## src/rtl/multiplier_factor_seq.sv

```systemverilog
// Sequential factor checker/searcher: multiplies a candidate pair by shift-add and compares the
// product against a target, either for one given pair or scanning every pair in order.
module multiplier_factor_seq #(
  parameter int unsigned A_W = 7,
  parameter int unsigned B_W = 4
) (
  input  logic                 clk,
  input  logic                 rst_n,
  input  logic                 start,
  input  logic                 mode,
  input  logic [A_W-1:0]       a,
  input  logic [B_W-1:0]       b,
  input  logic [A_W+B_W-1:0]   target,
  input  logic                 abort,
  output logic                 busy,
  output logic                 done,
  output logic                 sat,
  output logic [A_W-1:0]       found_a,
  output logic [B_W-1:0]       found_b
);

  localparam int unsigned P_W  = A_W + B_W;
  localparam int unsigned CntW = $clog2(B_W + 1);

  typedef enum logic [1:0] {StIdle, StMul, StCmp, StDone} state_e;

  state_e          state_q;
  logic            mode_q;
  logic [P_W-1:0]  target_q;
  logic [A_W-1:0]  a_q;
  logic [B_W-1:0]  b_q;
  logic [P_W-1:0]  mcand_q;
  logic [B_W-1:0]  mplier_q;
  logic [P_W-1:0]  acc_q;
  logic [CntW-1:0] cnt_q;
  logic            busy_q, done_q, sat_q;
  logic [A_W-1:0]  found_a_q;
  logic [B_W-1:0]  found_b_q;

  logic            hit;
  logic            last_pair;
  logic [A_W-1:0]  next_a;
  logic [B_W-1:0]  next_b;

  // Search order: a runs fastest and wraps back to 2 while b advances.
  always_comb begin
    hit       = (acc_q == target_q) && (a_q >= A_W'(2)) && (b_q >= B_W'(2));
    last_pair = (&a_q) && (&b_q);
    next_a    = a_q + 1'b1;
    next_b    = b_q;
    if (&a_q) begin
      next_a = A_W'(2);
      next_b = b_q + 1'b1;
    end
  end

  always_ff @(posedge clk) begin
    if (!rst_n) begin
      state_q   <= StIdle;
      mode_q    <= 1'b0;
      target_q  <= '0;
      a_q       <= '0;
      b_q       <= '0;
      mcand_q   <= '0;
      mplier_q  <= '0;
      acc_q     <= '0;
      cnt_q     <= '0;
      busy_q    <= 1'b0;
      done_q    <= 1'b0;
      sat_q     <= 1'b0;
      found_a_q <= '0;
      found_b_q <= '0;
    end else begin
      case (state_q)
        StIdle: begin
          done_q <= 1'b0;
          if (start) begin
            mode_q    <= mode;
            target_q  <= target;
            acc_q     <= '0;
            cnt_q     <= CntW'(B_W);
            sat_q     <= 1'b0;
            found_a_q <= '0;
            found_b_q <= '0;
            busy_q    <= 1'b1;
            state_q   <= StMul;
            if (mode) begin
              a_q      <= A_W'(2);
              b_q      <= B_W'(2);
              mcand_q  <= P_W'(2);
              mplier_q <= B_W'(2);
            end else begin
              a_q      <= a;
              b_q      <= b;
              mcand_q  <= P_W'(a);
              mplier_q <= b;
            end
          end
        end

        StMul: begin
          if (mode_q && abort) begin
            busy_q  <= 1'b0;
            done_q  <= 1'b1;
            state_q <= StDone;
          end else begin
            if (mplier_q[0]) acc_q <= acc_q + mcand_q;
            mcand_q  <= mcand_q << 1;
            mplier_q <= mplier_q >> 1;
            cnt_q    <= cnt_q - 1'b1;
            if (cnt_q == CntW'(1)) state_q <= StCmp;
          end
        end

        StCmp: begin
          if (mode_q && abort) begin
            busy_q  <= 1'b0;
            done_q  <= 1'b1;
            state_q <= StDone;
          end else if (!mode_q || hit || last_pair) begin
            sat_q     <= hit;
            found_a_q <= hit ? a_q : '0;
            found_b_q <= hit ? b_q : '0;
            busy_q    <= 1'b0;
            done_q    <= 1'b1;
            state_q   <= StDone;
          end else begin
            // Miss: load the next pair straight back into the multiplier.
            a_q      <= next_a;
            b_q      <= next_b;
            mcand_q  <= P_W'(next_a);
            mplier_q <= next_b;
            acc_q    <= '0;
            cnt_q    <= CntW'(B_W);
            state_q  <= StMul;
          end
        end

        StDone: begin
          done_q  <= 1'b0;
          state_q <= StIdle;
        end

        default: state_q <= StIdle;
      endcase
    end
  end

  assign busy    = busy_q;
  assign done    = done_q;
  assign sat     = sat_q;
  assign found_a = found_a_q;
  assign found_b = found_b_q;

endmodule

```

## config.mk

```make
export PLATFORM = sky130hd
export DESIGN_NAME = multiplier_factor_seq
export DESIGN_NICKNAME = d
export VERILOG_FILES = /design/src/rtl/multiplier_factor_seq.sv
export SDC_FILE = /design/constraint.sdc
export NUM_CORES = 1
export LEC_CHECK = 0
export BUFFER_PORTS_ARGS = -buffer_cell sky130_fd_sc_hd__buf_4
export CAP_MARGIN = 20
export CORE_UTILIZATION = 53
export CTS_BUF_LIST = sky130_fd_sc_hd__clkbuf_16
export DETAILED_ROUTE_END_ITERATION = 8
export GPL_ROUTABILITY_DRIVEN = 0
export PLACE_DENSITY = 0.8
export SYNTH_ARGS = -nofsm -noshare
export SYNTH_HDL_FRONTEND = slang
export SYNTH_SLANG_ARGS = --single-unit
```

## constraint.sdc

```tcl
create_clock -name clk -period 2.4 [get_ports clk]
set_clock_uncertainty 0.05 [all_clocks]
set_input_delay 0.6 -clock clk [delete_from_list [all_inputs] [get_ports clk]]
set_output_delay 0.6 -clock clk [all_outputs]
set_load 0.005 [all_outputs]
```

; ---- Word level (Yosys, flattened, before mapping)
; Cells that the tools add are included.
[word_totals]
register_bits = 68
latch_bits = 0
mem_bits_rw = 0
rom_bits = 0
in_bits = 27
output_inout_bits = 14
word_cells = 115
n_memories = 0
[op_classes]
add_sub_neg = 4
mul = 0
div = 0
order_cmp = 2
eq_ne = 14
shift = 0
muxes = 60
n_bitwise = 0
n_reduce_logical = 21
[op_table]
columns = cell, count
row1 = 2-to-1 mux 11 bit, 9
row2 = 2-to-1 mux 7 bit, 10
row3 = one-hot mux 11 bit (3 select lines), 2
row4 = 2-to-1 mux 4 bit, 10
row5 = one-hot mux 7 bit (2 select lines), 2
row6 = one-hot mux 4 bit (2 select lines), 2
row7 = AND reduction 4 bit, 4
row8 = "!= test 2 bit, second input constant", 7
row9 = 2-to-1 mux 3 bit, 4
row10 = one-hot mux 4 bit (3 select lines), 1
row11 = adder 11 bit, 1
row12 = equality test 11 bit, 1
row13 = 2-to-1 mux 1 bit, 10
row14 = 2-to-1 mux 2 bit, 5
row15 = one-hot mux 3 bit (3 select lines), 1
row16 = one-hot mux 2 bit (4 select lines), 1
row17 = "adder 7 x 1 -> 7 bit, second input constant", 1
row18 = "greater-or-equal comparator 7 x 2 -> 1 bit, second input constant", 1
row19 = AND reduction 7 bit, 1
row20 = "!= test 3 bit, second input constant", 2
row21 = one-hot mux 1 bit (3 select lines), 2
row22 = AND reduction 2 bit, 3
row23 = AND reduction 6 bit, 1
row24 = AND reduction 5 bit, 1
row25 = other kinds (14), 19

; ---- Logic depth before layout (Yosys ltp)
[depth]
depth_word = 8
ltp_mapped = 11
mapped_depth_nobuf = 10

; ---- Least setup slack after synthesis
; OpenSTA, ideal clock, no wires.
[synth_timing]
path_kind = register to register
start = register acc_q[0]
end = register acc_q[10]
setup_time_ps = 122
arrival_ps = 2202
t_required_ps = 2228
setup_slack_ps = 26
path_stages_with_launch = 11
path_buffers = 0
synth_period_minus_slack_ps = 2374
path_cell_list = dfxtp_1 -> ha_1 -> inv_1 -> fa_1 -> nor2b_1 -> o2111ai_1 -> a31oi_1 -> and4_1 -> nor3_1 -> and4_1 -> a311o_1
[synth_via]
elab_chain_cells = 7
elab_cells_between_ends = 11
classes_between = 1 x add/sub / 2 x eq/ne / 3 x mux / 5 x reduce/logical
[synth_lines]
columns = item, line
row1 = "start, declared", 34  ; logic [P_W-1:0] acc_q;
row2 = "start signal, assigned", 107  ; if (mplier_q[0]) acc_q <= acc_q + mcand_q;
row3 = branches (longest 7 deep; another with adder 11 bit), --
; Parallel ways; which one is timed is not known. The select of a mux whose other input is x is not followed.
; A chain may end at the register's enable or synchronous reset.

; ---- Worst setup path in the final report
; Ends and elaborated chain as after synthesis.

==> impl_results.md <==
- Clock transition at the registers of the reported paths: 0.06 ns
- Largest area contributor in the netlist: dfxtp_1
- #FFs+latches synth: 68
- Actual slew at the worst max-slew pin: 0.6237 ns
- Max-cap check violation count: 0
- HP Class: reg2reg
- Syn Inst Count: 458
- Worst hold margin: 0.4041 ns
- Leakage Power: 2.121 nW
- Peak supply drop: 0.7168 mV
- Synthesis Warnings: 0
- Die width: 86.13 um
- Clk root buf: clkbuf_16
- Critical Path Fanout Max: 2
- GRT Total Usage: 28.42%
- I/O Buffers: 40
- Routed WL per cell: 16.27 um
- WP data required: 2.57 ns
- CTS Buf Count: 9
- Net count after synthesis: 506
- Crit path arrival time: 2.55 ns
- Pint: 3.596 mW
- Seq pwr share: 28.0%
- Core area: 6832 sq um
- Gr ovfl total: 0
- PwrDens: 1172 nW/um^2
- Number of global-route vias before repair: 3607
- Net switching fraction of the power: 37.80%
- Post-Route Utilization: 72.22%
- Nets@finish: 580
- Top cells by area, synth: dfxtp_1 (36%), nand2_1 (7.1%), ha_1 (6.7%), a21oi_1 (5.6%), xor2_1 (4.7%)
- RSZ-0062 raised after global routing: yes
- Die outline height: 86.13 um
- CTS tree: built
- # rows: 30
- Largest net degree at the start of global routing: 30
- Initial core utilization: 54.91%
- Final Total Pwr: 5.781 mW
- Worst slew margin: 58.42%
- Ys async rst share: 0%
- Layout Area Growth over Synthesis: 31.52%
- Area of the mapped netlist: 3751 sq um
- Number of flops mapped to enable cells by yosys: 0
- Final Hold Vio Count: 0
- Drt pass-1 iters: 5
- Synth cell count leaders: nand2_1 (71), dfxtp_1 (68), a21oi_1 (42), nor2_1 (29), nand3_1 (22)
- H-tree lvl count: 3
- Final Max Slew Viols: 0
- Worst Setup Path Type: reg2reg
- Initial antenna violation count: 0
- Antenna-violating nets left: 0
- Sequential share of the synthesized area: 36.29%
- Most used DFF post-synth: dfxtp_1
- Fraction of layout cells with a size suffix above 1: 26.63%
- Outcome: finished clean
- Area of the die: 7418 sq um
- Fin crit period: 2.384 ns
- Initial DRC Count: 351
- Via/cell ratio: 5.945
- Via Count: 3763
- Cell variety after synth: 59
- First-pass GRT wire length: 16520 um
- Final Cycle Share: 99.34%
- Clock tree buffer depth: 2
- Worst setup SP type: flop
- Synthesized area per cell: 8.190 sq um
- Clk network pwr share: 26.0%
- Most common cell in the synthesized netlist: nand2_1
- NetSw: 2.185 mW
- Final WL: 10300 um
- Count of final setup violators: 0
- Final HPWL DP: 6945 um
- # hold bufs at CTS: 0
- CP Capture Type: flop
- CTS Sinks: 68
- Worst-Skew Late Latency: 0.33 ns
- Boundary Pins: 41
- Number of diodes: 0
- Peak Freq: 0.4194 GHz
- Combinational share of power: 45.9%
- Share of the synthesized area in the top cell type: 36.29%
- # DRC: 0
-- worst paths after layout --
check,from,end,slack (ns),cells after the start
max reg2reg,acc_q[0]$_SDFFE_PN0P_,acc_q[10]$_SDFFE_PN0P_,0.02,10
min,mplier_q[1]$_SDFFE_PN0P_,mplier_q[1]$_SDFFE_PN0P_,0.40,2
max,acc_q[0]$_SDFFE_PN0P_,acc_q[10]$_SDFFE_PN0P_,0.02,10
min reg2reg,mplier_q[1]$_SDFFE_PN0P_,mplier_q[1]$_SDFFE_PN0P_,0.40,2
-- critical path: stages, from the launching register on --
cell       delay [ns]
dfxtp_1          0.33
ha_2             0.18
inv_1            0.05
fa_2             0.37
nor2b_4          0.14
o2111ai_2        0.13
a31oi_2          0.20
and4_1           0.22
nor3_1           0.07
and4_1           0.21
a311o_1          0.31
-- power by group through the flow --
stage	sequential, mW	clock [mW]	combinational [mW]
floorplan	1.58	0	1.47
global placement	1.60	0	2.22
detailed placement	1.61	0	2.29
CTS	1.60	1.52	2.37
global route	1.65	1.56	2.87
finish	1.62	1.51	2.66
-- cell families after synthesis --
group           share of synthesized area, %
buf+inv                                5.103
compound gates                         22.78
fa+ha+maj                              7.205
flops                                  36.29
simple gates                           22.55
xor+xnor                               6.071
-- registers in the layout, indices dropped and copies added (netlist names), 2 cells and up --
register and flops:
target_q 11, found_b 4, acc_q 11, a_q 7, mcand_q 11, mplier_q 4
cnt_q 3, state_q 2, found_a 7, b_q 4
-- layout make-up --
type                            count  area (sq um)
Clock buffer                        9         225.2
Clock inverter                      7         115.1
Fill cell                         499          1898
Inverter                           16         60.06
Multi-Input combinational cell    347          2313
Sequential cell                    68          1368
Tap cell                           96         120.1
Timing Repair Buffer               90         732.0
-- routing by layer --
layer | wire length, um | part of all wire (%) | track usage (%) | up-vias
li1 | - | - | - | 1802
met4 | 330 | 3.2 | 13.33 | 0
met3 | 587 | 5.7 | 7.026 | 35
met2 | 5088 | 49 | 49.57 | 149
met5 | 0 | 0 | 0 | -
met1 | 4294 | 42 | 32.54 | 1777
-- cells in the final DEF, fill, tap and decap left out, drive strengths merged, types with 2 or more instances in the layout --
cell / instances
buf: 90
nand2: 71
dfxtp: 68
a21oi: 45
nor2: 29
nand3: 22
xor2: 20
ha: 20
inv: 16
o21ai: 15
nor3: 13
a22o: 13
nor4: 12
clkbuf: 9
o211ai: 6
xnor2: 6
nand4: 6
nand2b: 5
o21a: 4
a21o: 4
a211oi: 4
a311oi: 4
a221oi: 4
and3: 3
o211a: 3
bufinv: 3
nor2b: 3
and2: 3
o31ai: 3
and4: 3
o311ai: 3
clkinv: 3
a22oi: 2
o21bai: 2
nand3b: 2
o221ai: 2
or2: 2
or3: 2
a31oi: 2
-- timing repair --
| action | 4_1_cts | 5_1_grt |
|---|---|---|
| cloned | 0 | 0 |
| setup buffers | 1 | 8 |
| endpoints found under the setup margin | 12 | 30 |
| pin swaps | 2 | 15 |
| gates resized for setup | 7 | 31 |
-- stage by stage --
stage / cell area (sq um) / worst slack (ns) / instances / setup TNS (ns)
final: 4933 / 0.01592 / 633 / 0
after global routing: 4933 / -0.09251 / 633 / -0.2377
after CTS: 4767 / 0.006666 / 625 / 0
after detailed placement: 4385 / -0.06911 / 608 / -0.1740
after global placement: 4385 / -0.01209 / 608 / -0.01209
after floorplan: 3751 / 0.02609 / 458 / 0
Power figures use the tool's default switching activity.
